$ cat config.mk
export PLATFORM = sky130hd
export DESIGN_NAME = des_key_sched
export DESIGN_NICKNAME = d
export VERILOG_FILES = /design/src/rtl/des_key_sched.sv
export SDC_FILE = /design/constraint.sdc
export NUM_CORES = 1
export LEC_CHECK = 0
export ABC_AREA = 0
export BUFFER_PORTS_ARGS = -buffer_cell sky130_fd_sc_hd__buf_2
export CORE_MARGIN = 4
export CORE_UTILIZATION = 30
export CTS_CLUSTER_SIZE = 30
export DETAILED_ROUTE_END_ITERATION = 12
export PLACE_DENSITY = 0.59
export REMOVE_ABC_BUFFERS = 1
export SLEW_MARGIN = 20
export SYNTH_ARGS = -nofsm -noshare
export SYNTH_HDL_FRONTEND = slang
export SYNTH_SLANG_ARGS = --single-unit
export TNS_END_PERCENT = 20
$ cat constraint.sdc
create_clock -name clk -period 2.6 [get_ports clk]
set_input_delay 0.26 -clock clk [delete_from_list [all_inputs] [get_ports clk]]
set_output_delay 0.26 -clock clk [all_outputs]
set_load 0.1 [all_outputs]
$ cat src/rtl/des_key_sched.sv
// DES key-schedule generator: expands a 64-bit key into the sixteen 48-bit
// round subkeys, presenting one per valid/ready handshake. Encrypt order
// rotates C/D left (K1..K16); decrypt order rotates right (K16..K1), so the
// round engine never needs all sixteen subkeys stored at once.
module des_key_sched (
    input  logic        clk,
    input  logic        rst,
    input  logic        start,
    input  logic        decrypt,
    input  logic [63:0] key,
    output logic [47:0] subkey,
    output logic        subkey_valid,
    input  logic        subkey_ready,
    output logic [3:0]  round_idx,
    output logic        busy,
    output logic        done
);

    localparam logic [0:0] ST_IDLE = 1'b0;
    localparam logic [0:0] ST_RUN  = 1'b1;

    // Permuted choice 1: DES key bit numbers (1 = key[63]), first entry is C bit 1.
    localparam logic [56*8-1:0] PC1_TAB = {
        8'd57, 8'd49, 8'd41, 8'd33, 8'd25, 8'd17, 8'd9,
        8'd1,  8'd58, 8'd50, 8'd42, 8'd34, 8'd26, 8'd18,
        8'd10, 8'd2,  8'd59, 8'd51, 8'd43, 8'd35, 8'd27,
        8'd19, 8'd11, 8'd3,  8'd60, 8'd52, 8'd44, 8'd36,
        8'd63, 8'd55, 8'd47, 8'd39, 8'd31, 8'd23, 8'd15,
        8'd7,  8'd62, 8'd54, 8'd46, 8'd38, 8'd30, 8'd22,
        8'd14, 8'd6,  8'd61, 8'd53, 8'd45, 8'd37, 8'd29,
        8'd21, 8'd13, 8'd5,  8'd28, 8'd20, 8'd12, 8'd4
    };

    // Permuted choice 2: bit numbers into the 56-bit {C,D} (1 = C bit 1).
    localparam logic [48*8-1:0] PC2_TAB = {
        8'd14, 8'd17, 8'd11, 8'd24, 8'd1,  8'd5,
        8'd3,  8'd28, 8'd15, 8'd6,  8'd21, 8'd10,
        8'd23, 8'd19, 8'd12, 8'd4,  8'd26, 8'd8,
        8'd16, 8'd7,  8'd27, 8'd20, 8'd13, 8'd2,
        8'd41, 8'd52, 8'd31, 8'd37, 8'd47, 8'd55,
        8'd30, 8'd40, 8'd51, 8'd45, 8'd33, 8'd48,
        8'd44, 8'd49, 8'd39, 8'd56, 8'd34, 8'd53,
        8'd46, 8'd42, 8'd50, 8'd36, 8'd29, 8'd32
    };

    logic [0:0]  state_q, state_d;
    logic [27:0] c_q, c_d;
    logic [27:0] d_q, d_d;
    logic        dec_q, dec_d;
    logic [3:0]  idx_q, idx_d;
    logic        done_q, done_d;

    logic [55:0] pc1_key;
    logic [55:0] cd;
    logic [7:0]  key_parity_unused;
    logic        handshake;
    logic        shift_two;

    // PC-1 is pure wiring from the key input.
    genvar gi;
    generate
        for (gi = 0; gi < 56; gi++) begin : g_pc1
            localparam int SRC = 64 - int'(PC1_TAB[(55 - gi) * 8 +: 8]);
            assign pc1_key[55 - gi] = key[SRC];
        end
        // Parity bits (DES bits 8,16,..,64) take no part in the schedule.
        for (gi = 0; gi < 8; gi++) begin : g_parity
            assign key_parity_unused[gi] = key[8 * gi];
        end
    endgenerate

    // PC-2 is taken combinationally from the C/D registers, so the subkey
    // is stable for as long as C/D hold during a stall.
    assign cd = {c_q, d_q};
    generate
        for (gi = 0; gi < 48; gi++) begin : g_pc2
            localparam int SRC = 56 - int'(PC2_TAB[(47 - gi) * 8 +: 8]);
            assign subkey[47 - gi] = cd[SRC];
        end
    endgenerate

    function automatic logic [27:0] rot_l(input logic [27:0] v, input logic two);
        return two ? {v[25:0], v[27:26]} : {v[26:0], v[27]};
    endfunction

    function automatic logic [27:0] rot_r(input logic [27:0] v, input logic two);
        return two ? {v[1:0], v[27:2]} : {v[0], v[27:1]};
    endfunction

    assign handshake = (state_q == ST_RUN) && subkey_ready;
    // Single-bit rotations fall on the handshakes leading to K2, K9, K16 when
    // encrypting; the decrypt sequence mirrors the same three handshakes.
    assign shift_two = !((idx_q == 4'd0) || (idx_q == 4'd7) || (idx_q == 4'd14));

    // Next-state logic: load on start in IDLE, rotate on each accepted subkey.
    always_comb begin
        state_d = state_q;
        c_d     = c_q;
        d_d     = d_q;
        dec_d   = dec_q;
        idx_d   = idx_q;
        done_d  = 1'b0;
        case (state_q)
            ST_IDLE: begin
                if (start) begin
                    state_d = ST_RUN;
                    dec_d   = decrypt;
                    idx_d   = 4'd0;
                    // C16/D16 equal C0/D0, so decrypt starts from the raw halves.
                    if (decrypt) begin
                        c_d = pc1_key[55:28];
                        d_d = pc1_key[27:0];
                    end else begin
                        c_d = rot_l(pc1_key[55:28], 1'b0);
                        d_d = rot_l(pc1_key[27:0], 1'b0);
                    end
                end
            end
            default: begin
                if (handshake) begin
                    if (idx_q == 4'd15) begin
                        state_d = ST_IDLE;
                        idx_d   = 4'd0;
                        done_d  = 1'b1;
                    end else begin
                        idx_d = idx_q + 4'd1;
                        c_d   = dec_q ? rot_r(c_q, shift_two) : rot_l(c_q, shift_two);
                        d_d   = dec_q ? rot_r(d_q, shift_two) : rot_l(d_q, shift_two);
                    end
                end
            end
        endcase
    end

    // State registers with synchronous reset taking priority over everything.
    always_ff @(posedge clk) begin
        if (rst) begin
            state_q <= ST_IDLE;
            c_q     <= '0;
            d_q     <= '0;
            dec_q   <= 1'b0;
            idx_q   <= '0;
            done_q  <= 1'b0;
        end else begin
            state_q <= state_d;
            c_q     <= c_d;
            d_q     <= d_d;
            dec_q   <= dec_d;
            idx_q   <= idx_d;
            done_q  <= done_d;
        end
    end

    assign subkey_valid = (state_q == ST_RUN);
    assign busy         = (state_q == ST_RUN);
    assign round_idx    = idx_q;
    assign done         = done_q;

endmodule

==> summary.md <==
| Metric | Value |
|---|---|
| Global-route wire length before repair | 29.9 mm |
| Worst Clk Skew | 8.27 ps |
| Slowest cell on crit path | mux4_1 |
| Slew headroom | 53.2% |
| DRC Markers | 0 |
| CTS Sinks | 63 |
| Simple-gate share of the synthesized area | 18.9% |
| H-tree levels | 3 |
| Crit path capture type | flip-flop |
| Placed cell areas | 6260 sq um |
| Postcts setup bufs | 0 |
| Via/cell ratio | 5.45 |
| PnR worst setup slack | 312 ps |
| Peak Freq | 437 MHz |
| Power per cell area | 583 nW/um^2 |
| Post-synthesis cell count | 739 |
| Insertion delay to the later sink of the worst-skew pair | around 340 ps |
| Hold crit path type | in2reg |
| Antenna Nets Post-Route | 0 |
| Worst Setup Start Kind | flip-flop |
| FFs w/ async S/R, synth | 0% |
| Root Driver | clkbuf_16 |
| Initial core utilization | 30.8% |
| Prevailing post-synth register cell | dfxtp_1 |
| Core ar. | 18,900 sq um |
| Post-Synth XOR/XNOR Area | 0% |
| Clock buffer depth | 2 |
| # rows | 50 |
| Share of cells above drive strength 1 | 24.9% |
| Final nets | 846 |
| CTS tree | built |
| Largest family of logic cells by synthesized area | compound AO/OA/AOI/OAI gates |
| Iter 0 DRT Violations | 454 |
| Final Cell Area | approximately 6600 sq um |
| Busiest grt layer | met2 |
| Pwr Total | 0.00383 W |
| Crit path buf inv count | 1 |
| Register area share after synthesis | 21.7% |
| CP max FO | 41 |
| Final core utilization | 34.8% |
| Via Count | approximately 5,700 |
| Crit path DAT | 2490 ps |
| Max Transition Viols Final | 0 |
| Period utilization | 88.0% |
| Vias in the first global route | 5,371 |
| GPL Wtd Cong | 0.809 |
| Routed len/inst | ~18 um |
| HPWL Detailed | ~13 mm |
| Port bufs | 115 |
| Grt total ovfl | 0 |
| Yosys reg bits | 63 |
| Worst setup path class | reg2reg |
| Synth cell types | 55 |
| Worst-Margin Slew | ~700 ps |
| CTS resizes | 0 |
| Leak | 2.59 nW |
| GR Layer Usage met3 | roughly 3.5% |
| Num CTS Buffers | 9 |
| Average cell area after synthesis | 7.88 sq um |
| Met2 Resource Use GR | 26.6% |
| Post-Synth Adder-Cell Area | 0.645% |
| Die footprint | around 22,000 sq um |
| P&R area growth vs syn | 12.8% |
| Final wirelength | 18.7 mm |
| Chip width | 147 um |
| Pin count of the biggest net entering global routing | 77 |
| Iteration count of the initial detailed-routing pass | 5 |
| Mapped cell area | 5820 sq um |
| IO Count | 124 |
| Yosys synthesis warning count | 0 |
| Final min period | ~2300 ps |
| Setup TNS Final | 0 ps |
| Max Cap Viol | 0 |
| CP delay by family, top | multiplexers |
| RSZ-0062 raised after global routing | false |
| Status | finished clean |
| Initial antenna violation count | 0 |
| Final hold violation count | 0 |
| Crit-path cells | ha_1, nand3_1, o21ai_4, buf_12, mux4_1, o211ai_1, a21oi_1 |
| Total GRT Usage | 17.0% |
| Met1 usage | about a quarter |
| # setup viols final | 0 |
| Peak supply drop | 0.294 mV |
| Antenna diodes | 0 |
| Number of enable flip-flop cells after synthesis | 0 |
| CTS hold repair buffers | 0 |
| Clk pin slew, worst setup/hold paths | roughly 60 ps |
| Setup slack at placement | approximately 240 ps |
| CP max stage delay | 590 ps |
| Synth Area in Compound Gates | between 20% and 30% |
| Filler cells | between 2,000 and 2,500 |
| WP data required | 2800 ps |
| Die Height | 147 um |
| Mux cell area share after synthesis | 21.0% |
[layout by cell type, fill, tap and decap left out, types with 3 or more instances in the layout]
master,n
mux2_2,3
mux4_2,13
and3_1,16
mux2i_1,78
nand3_1,29
ha_1,3
nand4b_1,3
inv_1,6
nand2_1,129
dfxtp_1,62
nand2b_1,17
nor2_1,31
a311oi_1,16
a32o_1,20
buf_4,24
buf_2,114
nor3_1,5
o211ai_1,27
a211oi_1,5
mux4_1,3
buf_12,5
a21oi_1,57
a31oi_1,22
nor3_2,6
clkbuf_16,9
o21ai_0,31
[power breakdown]
part / total, W / internal, W / switching [W]
clock: 0.00124 / 0.000787 / 0.000449
sequential: 0.00120 / 0.00106 / 0.000148
combinational: 0.00139 / 0.000398 / 0.000988
total: 0.00383 / 0.00224 / 0.00159
[kinds of logic (layout without fill, tap and decap cells)]
kind of cell / after synthesis / after routing
simple gates: 242 / 242
compound gates: 206 / 206
buf+inv: 126 / 165
mux: 99 / 99
flops: 63 / 63
fa+ha+maj: 3 / 3
[cell type report]
type | count | area (sq um) | share of cell area, %
Timing Repair Buffer | 143 | 851 | 13.0
Clock buffer | 12 | 256 | 3.91
Sequential cell | 63 | 1260 | 19.2
Clock inverter | 3 | 42.5 | 0.648
Inverter | 7 | 26.3 | 0.400
Tap cell | 260 | 325 | 4.95
Multi-Input combinational cell | 550 | 3800 | 57.9
[cell usage after synthesis, types with 6 or more instances]
| cell type | n | area (sq um) |
|---|---|---|
| o21ai_0 | 31 | 155 |
| inv_1 | 7 | 26.3 |
| a32o_1 | 20 | 200 |
| nor3_1 | 6 | 30.0 |
| dfxtp_1 | 63 | 1260 |
| and3_1 | 16 | 100 |
| nor2_1 | 31 | 116 |
| a31oi_1 | 23 | 144 |
| nand3_1 | 29 | 145 |
| a21oi_1 | 57 | 285 |
| buf_6 | 7 | 78.8 |
| a311oi_1 | 16 | 140 |
| o211ai_1 | 27 | 203 |
| mux4_2 | 13 | 293 |
| nand2_1 | 129 | 484 |
| buf_2 | 20 | 100 |
| mux2i_1 | 78 | 781 |
| buf_4 | 54 | 405 |
| clkbuf_1 | 32 | 120 |
| nand2b_1 | 17 | 106 |
[worst paths after layout]
kind	cells after the start	endpoint	startpoint	slack, ps
worst max register to register	7	d_q[24]	round_idx[1]	310
worst max-delay path	7	d_q[24]	round_idx[1]	310
worst min register to register	2	d_q[18]	d_q[18]	510
worst min-delay path	3	busy	start	280
[per-layer routing]
metal	vias to the layer above	wire (um)
li1	2755	-
met4	0	344
met3	22	1210
met1	2682	8540
met5	-	0
met2	200	8650
[flip-flops by register name, indices dropped and copies added (netlist names)]
signal	flops
busy	1
c_q	28
done	1
round_idx	4
dec_q	1
d_q	28
[per-stage QoR]
| step | std cells | hold WS (ps) |
|---|---|---|
| after global routing | 1038 | 314 |
| final | 1038 | 285 |
| after detailed placement | 1023 | 492 |
| after CTS | 1038 | 271 |
| after global placement | 1023 | 482 |
| after floorplan | 620 | 322 |
[worst reg2reg max path: cells and delay by family, from the launching register on]
kind	cells	cell delay, ps
AO/OA/AOI/OAI	3	380
flip-flops	1	430
adder cells (fa/ha/maj)	1	310
buffers and inverters	1	250
AND/OR/NAND/NOR	1	180
multiplexers	1	610
No activity file was read; power rests on OpenSTA's default activity.
